File: src/rtl/clock_group_reset_sequencer_if.sv
// Interface: groups the reset-request input and the sequencing outputs of
// clock_group_reset_sequencer.
//   req_reset     : active-high, level-sensitive reset request (watchdog/sw)
//   member_reset  : per-member active-high reset, one bit per member
//   busy          : high while any member_reset bit is high
//   done          : one-cycle pulse when the last member is released
//   cause         : last reset source, 0 = system reset, 1 = req_reset
//   req_count     : saturating count of accepted reset requests
// Modports: master = requester/consumer side, slave = sequencer side.
interface clock_group_reset_sequencer_if #(
    parameter int unsigned NUM_MEMBERS = 3
);
    logic                   req_reset;
    logic [NUM_MEMBERS-1:0] member_reset;
    logic                   busy;
    logic                   done;
    logic                   cause;
    logic [7:0]             req_count;

    modport master (
        output req_reset,
        input  member_reset, busy, done, cause, req_count
    );

    modport slave (
        input  req_reset,
        output member_reset, busy, done, cause, req_count
    );
endinterface

File: src/rtl/clock_group_reset_sequencer.sv
// Per-member reset sequencer for the peripheral-bus clock group.
// Holds every member in reset while hold = !reset || req_reset, keeps them
// there for STRETCH_CYCLES edges after hold clears, then releases member 0,
// 1, ... one every STAGGER_CYCLES edges. Reports busy/done and reset cause.
// Ports:
//   clock : single clock for all logic
//   reset : synchronous, active-low system reset
//   bus   : slave side of clock_group_reset_sequencer_if (req_reset in,
//           member_reset/busy/done/cause/req_count out, all registered)
module clock_group_reset_sequencer #(
    parameter int unsigned NUM_MEMBERS    = 3,
    parameter int unsigned STRETCH_CYCLES = 16,
    parameter int unsigned STAGGER_CYCLES = 4
) (
    input  logic                         clock,
    input  logic                         reset,
    clock_group_reset_sequencer_if.slave bus
);
    localparam int unsigned CNT_MAX = (STRETCH_CYCLES > STAGGER_CYCLES) ?
                                      STRETCH_CYCLES : STAGGER_CYCLES;
    localparam int unsigned CNT_W   = $clog2(CNT_MAX + 1);
    localparam int unsigned IDX_W   = (NUM_MEMBERS > 1) ? $clog2(NUM_MEMBERS) : 1;

    // Counter value seen on the edge that performs a release: the counter
    // starts at 0 on the edge after E0 (or after a release).
    localparam logic [CNT_W-1:0]       STRETCH_LAST = CNT_W'(STRETCH_CYCLES - 1);
    localparam logic [CNT_W-1:0]       STAGGER_LAST = CNT_W'(STAGGER_CYCLES - 1);
    localparam logic [IDX_W-1:0]       LAST_IDX     = IDX_W'(NUM_MEMBERS - 1);
    localparam logic [NUM_MEMBERS-1:0] ONE          = NUM_MEMBERS'(1);

    typedef enum logic [1:0] {
        HOLD,
        STRETCH,
        RELEASE,
        RUN
    } state_t;

    state_t                 state_q, state_d;
    logic [CNT_W-1:0]       cnt_q, cnt_d;
    logic [IDX_W-1:0]       idx_q, idx_d;
    logic [NUM_MEMBERS-1:0] mr_q, mr_d;
    logic                   busy_q, busy_d;
    logic                   done_q, done_d;
    logic                   cause_q, cause_d;
    logic [7:0]             req_count_q, req_count_d;
    logic                   req_prev_q, req_prev_d;
    logic                   hold;
    logic                   release_now;

    assign hold = !reset || bus.req_reset;

    always_ff @(posedge clock) begin
        if (!reset) begin
            state_q     <= HOLD;
            cnt_q       <= '0;
            idx_q       <= '0;
            mr_q        <= '1;
            busy_q      <= 1'b1;
            done_q      <= 1'b0;
            cause_q     <= 1'b0;
            req_count_q <= '0;
            req_prev_q  <= 1'b0;
        end else begin
            state_q     <= state_d;
            cnt_q       <= cnt_d;
            idx_q       <= idx_d;
            mr_q        <= mr_d;
            busy_q      <= busy_d;
            done_q      <= done_d;
            cause_q     <= cause_d;
            req_count_q <= req_count_d;
            req_prev_q  <= req_prev_d;
        end
    end

    always_comb begin
        state_d     = state_q;
        cnt_d       = cnt_q;
        idx_d       = idx_q;
        mr_d        = mr_q;
        done_d      = 1'b0;
        release_now = 1'b0;

        // hold takes priority over any release due on the same edge
        if (hold) begin
            state_d = HOLD;
            cnt_d   = '0;
            idx_d   = '0;
            mr_d    = '1;
        end else begin
            case (state_q)
                HOLD: begin
                    state_d = STRETCH;
                    cnt_d   = '0;
                end
                STRETCH: begin
                    if (cnt_q == STRETCH_LAST) release_now = 1'b1;
                    else                       cnt_d = cnt_q + 1'b1;
                end
                RELEASE: begin
                    if (cnt_q == STAGGER_LAST) release_now = 1'b1;
                    else                       cnt_d = cnt_q + 1'b1;
                end
                RUN: begin
                end
                default: state_d = HOLD;
            endcase

            // With one member the first release is also the last, so the
            // block goes straight from STRETCH to RUN.
            if (release_now) begin
                mr_d  = mr_q & ~(ONE << idx_q);
                cnt_d = '0;
                if (idx_q == LAST_IDX) begin
                    state_d = RUN;
                    done_d  = 1'b1;
                end else begin
                    state_d = RELEASE;
                    idx_d   = idx_q + 1'b1;
                end
            end
        end

        busy_d = |mr_d;
    end

    // Rising edge of req_reset is one accepted request, however long it stays high.
    always_comb begin
        cause_d     = cause_q;
        req_count_d = req_count_q;
        req_prev_d  = bus.req_reset;
        if (bus.req_reset && !req_prev_q) begin
            cause_d = 1'b1;
            if (req_count_q != 8'hFF) req_count_d = req_count_q + 1'b1;
        end
    end

    assign bus.member_reset = mr_q;
    assign bus.busy         = busy_q;
    assign bus.done         = done_q;
    assign bus.cause        = cause_q;
    assign bus.req_count    = req_count_q;
endmodule
File: src/flat_wrapper.sv
// flat-port wrapper written by rule: the top's interface ports become plain ports
module clock_group_reset_sequencer_flat 
#(
    parameter int unsigned NUM_MEMBERS    = 3,
    parameter int unsigned STRETCH_CYCLES = 16,
    parameter int unsigned STAGGER_CYCLES = 4
)
  (clock, reset, bus_req_reset, bus_member_reset, bus_busy, bus_done, bus_cause, bus_req_count);
  clock_group_reset_sequencer_if #(.NUM_MEMBERS(NUM_MEMBERS)) bus_i ();
  input  logic clock;
  input  logic reset;
  input wire logic [$bits(bus_i.req_reset)-1:0] bus_req_reset;
  output wire logic [$bits(bus_i.member_reset)-1:0] bus_member_reset;
  output wire logic [$bits(bus_i.busy)-1:0] bus_busy;
  output wire logic [$bits(bus_i.done)-1:0] bus_done;
  output wire logic [$bits(bus_i.cause)-1:0] bus_cause;
  output wire logic [$bits(bus_i.req_count)-1:0] bus_req_count;
  assign bus_i.req_reset = bus_req_reset;
  assign bus_member_reset = bus_i.member_reset;
  assign bus_busy = bus_i.busy;
  assign bus_done = bus_i.done;
  assign bus_cause = bus_i.cause;
  assign bus_req_count = bus_i.req_count;
  clock_group_reset_sequencer #(.NUM_MEMBERS(NUM_MEMBERS), .STRETCH_CYCLES(STRETCH_CYCLES), .STAGGER_CYCLES(STAGGER_CYCLES)) u_core (.clock(clock), .reset(reset), .bus(bus_i));
endmodule
File: config.mk
export PLATFORM = sky130hd
export DESIGN_NAME = clock_group_reset_sequencer_flat
export DESIGN_NICKNAME = d
export VERILOG_FILES = /design/src/rtl/clock_group_reset_sequencer_if.sv /design/src/rtl/clock_group_reset_sequencer.sv /design/src/flat_wrapper.sv
export SDC_FILE = /design/constraint.sdc
export NUM_CORES = 1
export LEC_CHECK = 0
export ABC_CLOCK_PERIOD_IN_PS = 1550
export CAP_MARGIN = 20
export CORE_MARGIN = 3
export CORE_UTILIZATION = 50
export CTS_BUF_LIST = sky130_fd_sc_hd__clkbuf_4 sky130_fd_sc_hd__clkbuf_8
export CTS_CLUSTER_SIZE = 40
export DETAILED_ROUTE_END_ITERATION = 6
export GPL_TIMING_DRIVEN = 1
export PLACE_DENSITY_LB_ADDON = 0.15
export SLEW_MARGIN = 20
export SYNTH_ARGS = -nofsm -noshare
export SYNTH_HDL_FRONTEND = slang
export SYNTH_SLANG_ARGS = --single-unit
export TNS_END_PERCENT = 1
File: constraint.sdc
create_clock -name clock -period 1.55 [get_ports clock]
set_input_delay 0.155 -clock clock [delete_from_list [all_inputs] [get_ports clock]]
set_output_delay 0.155 -clock clock [all_outputs]
set_load 0.01 [all_outputs]
## Yosys cells after proc, flatten, opt, wreduce, memory -nomap -nowiden

Cells that the tools add are included.

- Flip-flop bits (word level): 24
- Input port bits: 3
- Output and inout port bits: 14
- Word-level logic and storage cells: 53

- Add/sub/neg operators: 3
- Eq/ne operators: 8
- Shift operators: 1
- Multiplexer cells: 13
- Bitwise operators: 5
- Reductions and logical operators: 14

Operator list:

| cell | count |
|---|---|
| $pmux W5 S3 | 1 |
| $mux W5 | 2 |
| $reduce_or A3 Y1 | 3 |
| $add A8 B1 Y8 const B | 1 |
| $ne A8 B8 Y1 const B | 1 |
| $mux W3 | 2 |
| $add A5 B1 Y5 const B | 1 |
| $eq A5 B2 Y1 const B | 1 |
| $eq A5 B4 Y1 const B | 1 |
| $mux W1 | 5 |
| $eq A2 B2 Y1 const B | 2 |
| $mux W2 | 2 |
| $ne A2 B2 Y1 const B | 2 |
| $reduce_and A2 Y1 | 2 |
| $and A3 B3 Y3 | 1 |
| $not A1 Y1 | 3 |
| $not A3 Y3 | 1 |
| $reduce_and A3 Y1 | 1 |
| $reduce_bool A3 Y1 | 1 |
| $shl A1 B2 Y3 const A | 1 |
| $add A2 B1 Y2 const B | 1 |
| $eq A2 B1 Y1 const B | 1 |
| $logic_not A1 Y1 | 2 |
| $logic_not A2 Y1 | 1 |
| 5 further kinds | 5 |

## Logic depth before layout (Yosys ltp)

Gate-level depths: netlist of run 1.

- Depth in word-level cells: 7
- Mapped depth: 7
- Depth with buffers taken out: 7

## Worst setup path before layout of run 1

Ideal clock, no wire load.

- Path kind: reg2reg
- Start: register u_core.state_q[0]
- End: register u_core.idx_q[1]
- Arrival: 1.519 ns
- Data required time: 1.432 ns
- Setup slack: -0.087 ns
- Stages on the path, launching flop included: 7
- Path buffers: 0
- Clock period less this slack: 1.637 ns
- Cells stage by stage: dfxtp_1 inv_1 ha_1 inv_1 o32ai_4 mux2i_1 nor2_1

- Word-level cells in the longest chain between the ends: 4
- Elaborated cells on any way between the ends: 5
- Those cells by class: 2 x eq/ne; 2 x mux; 1 x reduce/logical

Ends and longest elaborated chain:

| item | RTL line | RTL |
|---|---|---|
| start: declaration | clock_group_reset_sequencer.sv:38 | `state_t state_q, state_d;` |
| start signal: assignment | clock_group_reset_sequencer.sv:64 | `state_q <= state_d;` |
| $eq A2 B2 Y1 / $eq A2 B1 Y1 (equally long branches) | clock_group_reset_sequencer.sv:91 | `case (state_q)` |
| $pmux W1 S2 * | clock_group_reset_sequencer.sv:91 |  |
| $mux W1 * | clock_group_reset_sequencer.sv:85 | `if (hold) begin` |
| $reduce_and A2 Y1 (no source line) * | -- |  |
| end signal: assignment | clock_group_reset_sequencer.sv:66 | `idx_q <= idx_d;` |
| end: declaration | clock_group_reset_sequencer.sv:40 | `logic [IDX_W-1:0] idx_q, idx_d;` |

Mark *: on every way between the ends. The rest lies on a longest branch, timed or not. The select of a mux whose other input is x is not followed.
A chain may end at the register's enable or synchronous reset.

## Worst setup path in the final report of run 1

- Start: register u_core.req_count_q[1] (netlist: u_core.bus.req_count[1])
- End: register u_core.req_count_q[3] (netlist: u_core.bus.req_count[3])

- Word-level cells in the longest chain between the ends: 2
- Elaborated cells on any way between the ends: 3
- Those cells by class: 1 x add/sub; 1 x eq/ne; 1 x reduce/logical

Ends and longest elaborated chain:

| item | RTL line | RTL |
|---|---|---|
| start: declaration | clock_group_reset_sequencer.sv:45 | `logic [7:0] req_count_q, req_count_d;` |
| start signal: assignment | clock_group_reset_sequencer.sv:71 | `req_count_q <= req_count_d;` |
| parallel branches: the longest is 2 deep, another holds $add A8 B1 Y8 | -- |  |

Parallel ways; which one is timed is not known.

==> out/results.txt, run 1 <==
Tmin final: 1.58 ns
Pre-antenna DRT Iters: 4
DPL Wire Length: 1990 µm
# clock sinks: 24
global route hottest layer: met2
Max-Cap Viols: 0
WHS Endpoint: u_core.bus.member_reset[2]$_SDFF_PN1_
final setup violation count: 3
H-tree levels: 1
die area: 2990 µm²
Worst EP required: 1.77 ns
Setup crit start kind: flip-flop
Final period util: 102%
setup_tns: -0.0392 ns
cell area after synthesis: 1180 µm²
Max VDD drop: 538 µV
clk buf depth: 2
Synth Instances: 125
chip height: 54.7 µm
Antenna Nets Post-Route: 0
reg2reg start: u_core.bus.req_count[1]$_SDFFE_PN0P_
synthesis-stage register bit count: 24
RD Place Congestion: 0.814
io pins: 17
Num CTS Buffers: 3
most frequent cells after synthesis: dfxtp_1, nor2_1, nand2_1
layout cell share with drive strength beyond 1: 27.7%
Setup crit start: u_core.bus.req_count[1]$_SDFFE_PN0P_
worst skew pair latency: 0.32 ns
Hold Fails Final Rpt: 0
fillers: 144
Slew Limit Fails: 0
area growth from synthesis to layout: 40.5%
leakage power total: 0.000639 µW
reg2reg end: u_core.bus.req_count[3]$_SDFFE_PN0P_
PortBufs: 16
vias per cell: 5.54
Synth Area in Simple Gates: 22.9%
Pwr per Cell Area: 651 nW/µm²
prevailing post-synth register cell: dfxtp_1
CTS tree: yes
first-pass GRT wire length: 4200 µm
global-route usage over all layers: 19.8%
syn_nets: 138
DR vias: 1,069
Max Freq: 634 MHz
Hold Crit Depth: 3
post-synthesis compound-gate area fraction: 16.8%
crit-path max FO: 4
CP endpoint kind: flip-flop
Core Footprint: 2100 µm²
DRC errors left: 0
fin area: 1660 µm²
# Post-CTS Setup Buffers: 0
Final nets: 180
Seq/Total Area, Yosys: 40.6%
Min-Delay Startpoint: reset
placed inst area: 1590 µm²
row count: 16
proportion of netlist area held by the largest area contributor: 40.6%
Adder-Cell Fraction of Synth Area: 10.6%
cell with the most instances after synthesis: dfxtp_1
reg-to-reg slack, setup: -0.03 ns
GRT overflow: 0
Avg Cell Area, Syn: 9.47 µm²
Post-synth EDFFs: 0
Starting Density: 56.3%
RSZ-0062 raised after global routing: true
post-synth cell types: 37
M2 GR Usage: 36.6%
clock slew at reported path FFs: 0.14 ns
combinational family with the most area after synthesis: simple AND/OR/NAND/NOR gates
Setup Skew: 0.00732 ns
final wirelength: 2780 µm
vias in the first global route: 1,006
WL per Instance: 14.4 µm
worst hold path type: input port to flip-flop
Setup Crit Path Kind: flip-flop to flip-flop
fraction of registers with async set/reset: 0%
Crit path arrival time: 1.80 ns
Die W: 54.7 µm
mux cell area share after synthesis: 2.54%
Synth Warn #: 0
antenna violations before repair: 0
post-synth top area cell: dfxtp_1
largest cells by area after synthesis: dfxtp_1, ha_1, nor2_1
failing checks: setup timing
largest net degree at the start of global routing: 14
CTS root buf: clkbuf_4
DR iter-0 viols: 19
Synth Area in XOR/XNOR: 3.70%
worst slew pin tran: 0.334 ns
diode count: 0
run status: finished with violations
met1 Use GR: 21.5%
max_slew headroom: 77.6%
Final WS setup: -0.0267 ns
worst r2r path cells: 5
met3 usage: 5.99%
==> per-layer routing <==
metal	part of all wire [%]	routed length, µm	vias to the layer above
met5	0	0	-
met4	1.2	33	0
met3	4.4	121	4
met2	53	1470	25
met1	42	1160	516
li1	-	-	524
==> critical path: stages (launching register included) <==
cell	delay, ns
dfxtp_1	0.39
ha_1	0.18
nand2_1	0.11
or3_1	0.38
nor3b_1	0.16
a211oi_1	0.25
==> placed cells by master, fill, tap and decap left out, drive strengths merged, types with 6 or more instances in the layout <==
master	instances
inv	9
clkdlybuf4s50	16
ha	10
nor2	14
a21oi	6
dfxtp	24
buf	21
nand2	13
==> flip-flops by register name, summed over array words and instances, names as in the netlist <==
signal and cells:
u_core.bus.cause 1, u_core.state_q 2, u_core.idx_q 2, u_core.bus.done 1, u_core.bus.req_count 8, u_core.bus.member_reset 3, u_core.req_prev_q 1, u_core.bus.busy 1
u_core.cnt_q 5
==> layout make-up <==
type                       instances  area, µm²  share of cell area, %
inverter                           9       33.8                   2.03
timing repair buffer              37        318                   19.1
sequential                        24        484                   29.1
multi-input combinational         92        757                   45.5
tap                               27       33.8                   2.03
clock buffer                       4       36.3                   2.18
==> stage by stage <==
step	util [%]	cells	hold slack, ns	total power, µW	setup slack (ns)
after global placement	75.5	189	0.467	747	-0.0458
final	79.1	193	0.488	1080	-0.0267
after floorplan	-	125	0.217	696	0.0130
after global routing	79.1	193	0.486	1110	-0.105
after detailed placement	75.5	189	0.466	750	-0.145
after CTS	77.3	193	0.485	1080	-0.0295
==> kinds of logic after synthesis <==
logic type / after synthesis
DFF: 24
AOI/OAI and AO/OA: 23
xor gates and xnor gates: 5
and+or+nand+nor: 51
buffers and inverters: 9
adders and majority gates: 10
muxes: 3
==> report_power, final <==
| group | internal, µW | switching (µW) | total (µW) |
|---|---|---|---|
| Sequential | 628 | 6.19 | 634 |
| Combinational | 56.2 | 53.6 | 110 |
| Clock | 144 | 196 | 339 |
==> how the worst max path moves through the flow <==
stage,to,slack (ns),cells past startpoint
finish,u_core.bus.req_count[3]$_SDFFE_PN0P_,-0.03,5
global route,u_core.idx_q[1]$_SDFFE_PP0P_,-0.11,6
detailed placement,u_core.bus.req_count[5]$_SDFFE_PN0P_,-0.14,5
CTS,u_core.cnt_q[2]$_SDFFE_PP0P_,-0.03,7
global placement,u_core.bus.req_count[5]$_SDFFE_PN0P_,-0.05,5
floorplan,u_core.idx_q[1]$_SDFFE_PP0P_,0.01,7
==> timing repair <==
item	in CTS	in global routing
pin swaps	3	1
setup endpoints to repair	6	11
gates cloned	0	0
hold buffers	0	0
resized for setup	2	7
No activity file was read; power rests on OpenSTA's default activity.
==> inputs of run 2 (changes only) <==
- PLACE_DENSITY: not set -> 0.77
- PLACE_DENSITY_LB_ADDON: 0.15 -> not set
==> run 2 against run 1 <==
Against the previous run: the run still ends with setup timing left; highest routed layer unchanged; clock skew decreased by 0.0044 ns; non-clock buffer count decreased by 5; die area unchanged; setup slack improved by 0.016 ns; via count fell by 7.8%; count of clock-buffer cells in the layout shrank 1; wire length fell by 11%; sequential share of layout area up 1.0 points; register-to-register slack gained 0.02 ns; critical path depth grew 2.
==> out/results.txt, run 2 (synthesis results as in run 1) <==
run status: finished with violations
failing checks: setup timing
fin area: 1610 µm² (-2.9%)
Pwr per Cell Area: 622 nW/µm² (-4.5%)
Hold Fails Final Rpt: 0 (unchanged)
Final nets: 175 (-2.8%)
global-route usage over all layers: 17.7% (-2.1 points)
most frequent cells in the layout: dfxtp_1, clkdlybuf4s50_1, buf_4
io pins: 17 (unchanged)
max reg flops: 8 (unchanged)
WL per Instance: 13.2 µm (-8.0%)
Antenna Nets Post-Route: 0 (unchanged)
Num CTS Buffers: 3 (unchanged)
Setup Skew: 0.00291 ns (-0.00441 ns)
H-tree levels: 1 (unchanged)
Setup crit start kind: flip-flop
worst hold path type: input port to flip-flop
Max Freq: 641 MHz (+1.0%)
Slew Limit Fails: 0 (unchanged)
RSZ-0062 raised after global routing: true
CTS root buf: clkbuf_4
CP endpoint kind: flip-flop
first-pass GRT wire length: 3900 µm (-7.1%)
crit path cell chain: ha_4, and3_4, ha_4, a21oi_2, o211ai_1, xor2_1, nor2_1
Critical Path Max Stage Delay: 0.36 ns (-0.03 ns)
Max-Cap Viols: 0 (unchanged)
DR iter-0 viols: 17 (-2)
Critical-path top delay cell: dfxtp_2
setup_tns: -0.0106 ns (+0.0286 ns)
Tot Pwr: 1000 µW (-7.3%)
commonest non-fill, non-tap cell in the layout: dfxtp_1
placed inst area: 1550 µm² (-2.4%)
GRT overflow: 0 (unchanged)
# Post-CTS Setup Buffers: 0 (unchanged)
hold buffers post-CTS: 0 (unchanged)
PortBufs: 16 (unchanged)
Crit path arrival time: 1.77 ns (-0.03 ns)
# clock sinks: 24 (unchanged)
Starting Density: 56.3% (unchanged)
largest net degree at the start of global routing: 13 (-1)
diode count: 0 (unchanged)
DR vias: 986 (-7.8%)
crit-path max FO: 3 (-1)
leakage power total: 0.000609 µW (-4.7%)
final setup violation count: 1 (-2)
layout cell share with drive strength beyond 1: 25.6% (-2.1 points)
die area: 2990 µm² (unchanged)
DRC errors left: 0 (unchanged)
Die W: 54.7 µm (unchanged)
clk buf depth: 2 (unchanged)
antenna violations before repair: 0 (unchanged)
Most common cell on crit path: ha_4
Max VDD drop: 736 µV (+37%)
worst skew pair latency: 0.31 ns (about the same)
final core occ: 76.8% (-2.3 points)
row count: 16 (unchanged)
fillers: 143 (-0.69%)
Final WS setup: -0.0106 ns (+0.0161 ns)
Setup Crit Path Kind: flip-flop to flip-flop
area growth from synthesis to layout: 36.4%
chip height: 54.7 µm (unchanged)
CTS tree: yes
Final period util: 101% (-1.0 points)
clock slew at reported path FFs: 0.12 ns (-0.02 ns)
Worst EP required: 1.76 ns (about the same)
worst slew pin tran: 0.327 ns (-0.00729 ns)
max_slew headroom: 78.1% (+0.49 points)
Core Footprint: 2100 µm² (unchanged)
Pre-antenna DRT Iters: 4 (unchanged)
vias in the first global route: 932 (-7.4%)
final wirelength: 2480 µm (-11%)
Tmin final: 1.56 ns (-0.0161 ns)
RD Place Congestion: 0.766 (-5.9%)
DPL Wire Length: 1930 µm (-2.8%)
vias per cell: 5.27 (-4.8%)
[run 2: report_power, final]
part / switching [µW] / internal [µW]
clock network: 175 / 90.8
logic: 51.0 / 51.7
registers: 7.91 / 628
total: 234 / 771
[run 2: what timing repair did]
action	CTS	global route
resized for setup	2	8
pin swaps	1	5
endpoints found under the setup margin	7	15
[run 2: critical path, delay by kind of cell, from the launching register on]
family	cells	cell delay, ns
AND/OR/NAND/NOR	2	0.23
flip-flops	1	0.36
XOR/XNOR	1	0.15
adder cells (fa/ha/maj)	2	0.31
AO/OA/AOI/OAI	2	0.41
[run 2: final timing paths]
| path | slack (ns) | start | endpoint | depth (start not counted) |
|---|---|---|---|---|
| hold reg to reg | 0.51 | u_core.bus.cause$_SDFFE_PN0P_ | u_core.bus.cause$_SDFFE_PN0P_ | 2 |
| hold / removal | 0.51 | reset | u_core.bus.member_reset[2]$_SDFF_PN1_ | 3 |
| setup / recovery | -0.01 | u_core.cnt_q[1]$_SDFFE_PP0P_ | u_core.cnt_q[2]$_SDFFE_PP0P_ | 7 |
| setup reg to reg | -0.01 | u_core.cnt_q[1]$_SDFFE_PP0P_ | u_core.cnt_q[2]$_SDFFE_PP0P_ | 7 |
[run 2: per-layer routing]
metal	up-vias	GRT usage [%]	share of wire (%)	routed length, µm
met5	-	0	0	0
met4	0	3.73	0.32	8
met3	2	4.90	3.4	84
met2	13	29.9	48	1200
met1	459	22.3	48	1180
li1	512	-	-	-
[run 2: final cells by class]
cell class	count	area, µm²	area share (%)
Clock buffer	3	22.5	1.40
Inverter	9	33.8	2.09
Multi-Input combinational cell	92	757	46.9
Sequential cell	24	487	30.2
Tap cell	27	33.8	2.09
Timing Repair Buffer	32	280	17.4
[run 2: per-stage QoR]
step / worst slack [ns] / hold slack [ns] / cells
final: -0.0106 / 0.509 / 187
after CTS: -0.00486 / 0.498 / 187
after detailed placement: -0.0838 / 0.487 / 184
after floorplan: 0.0130 / 0.217 / 125
after global routing: -0.0829 / 0.536 / 187
after global placement: -0.0180 / 0.474 / 184
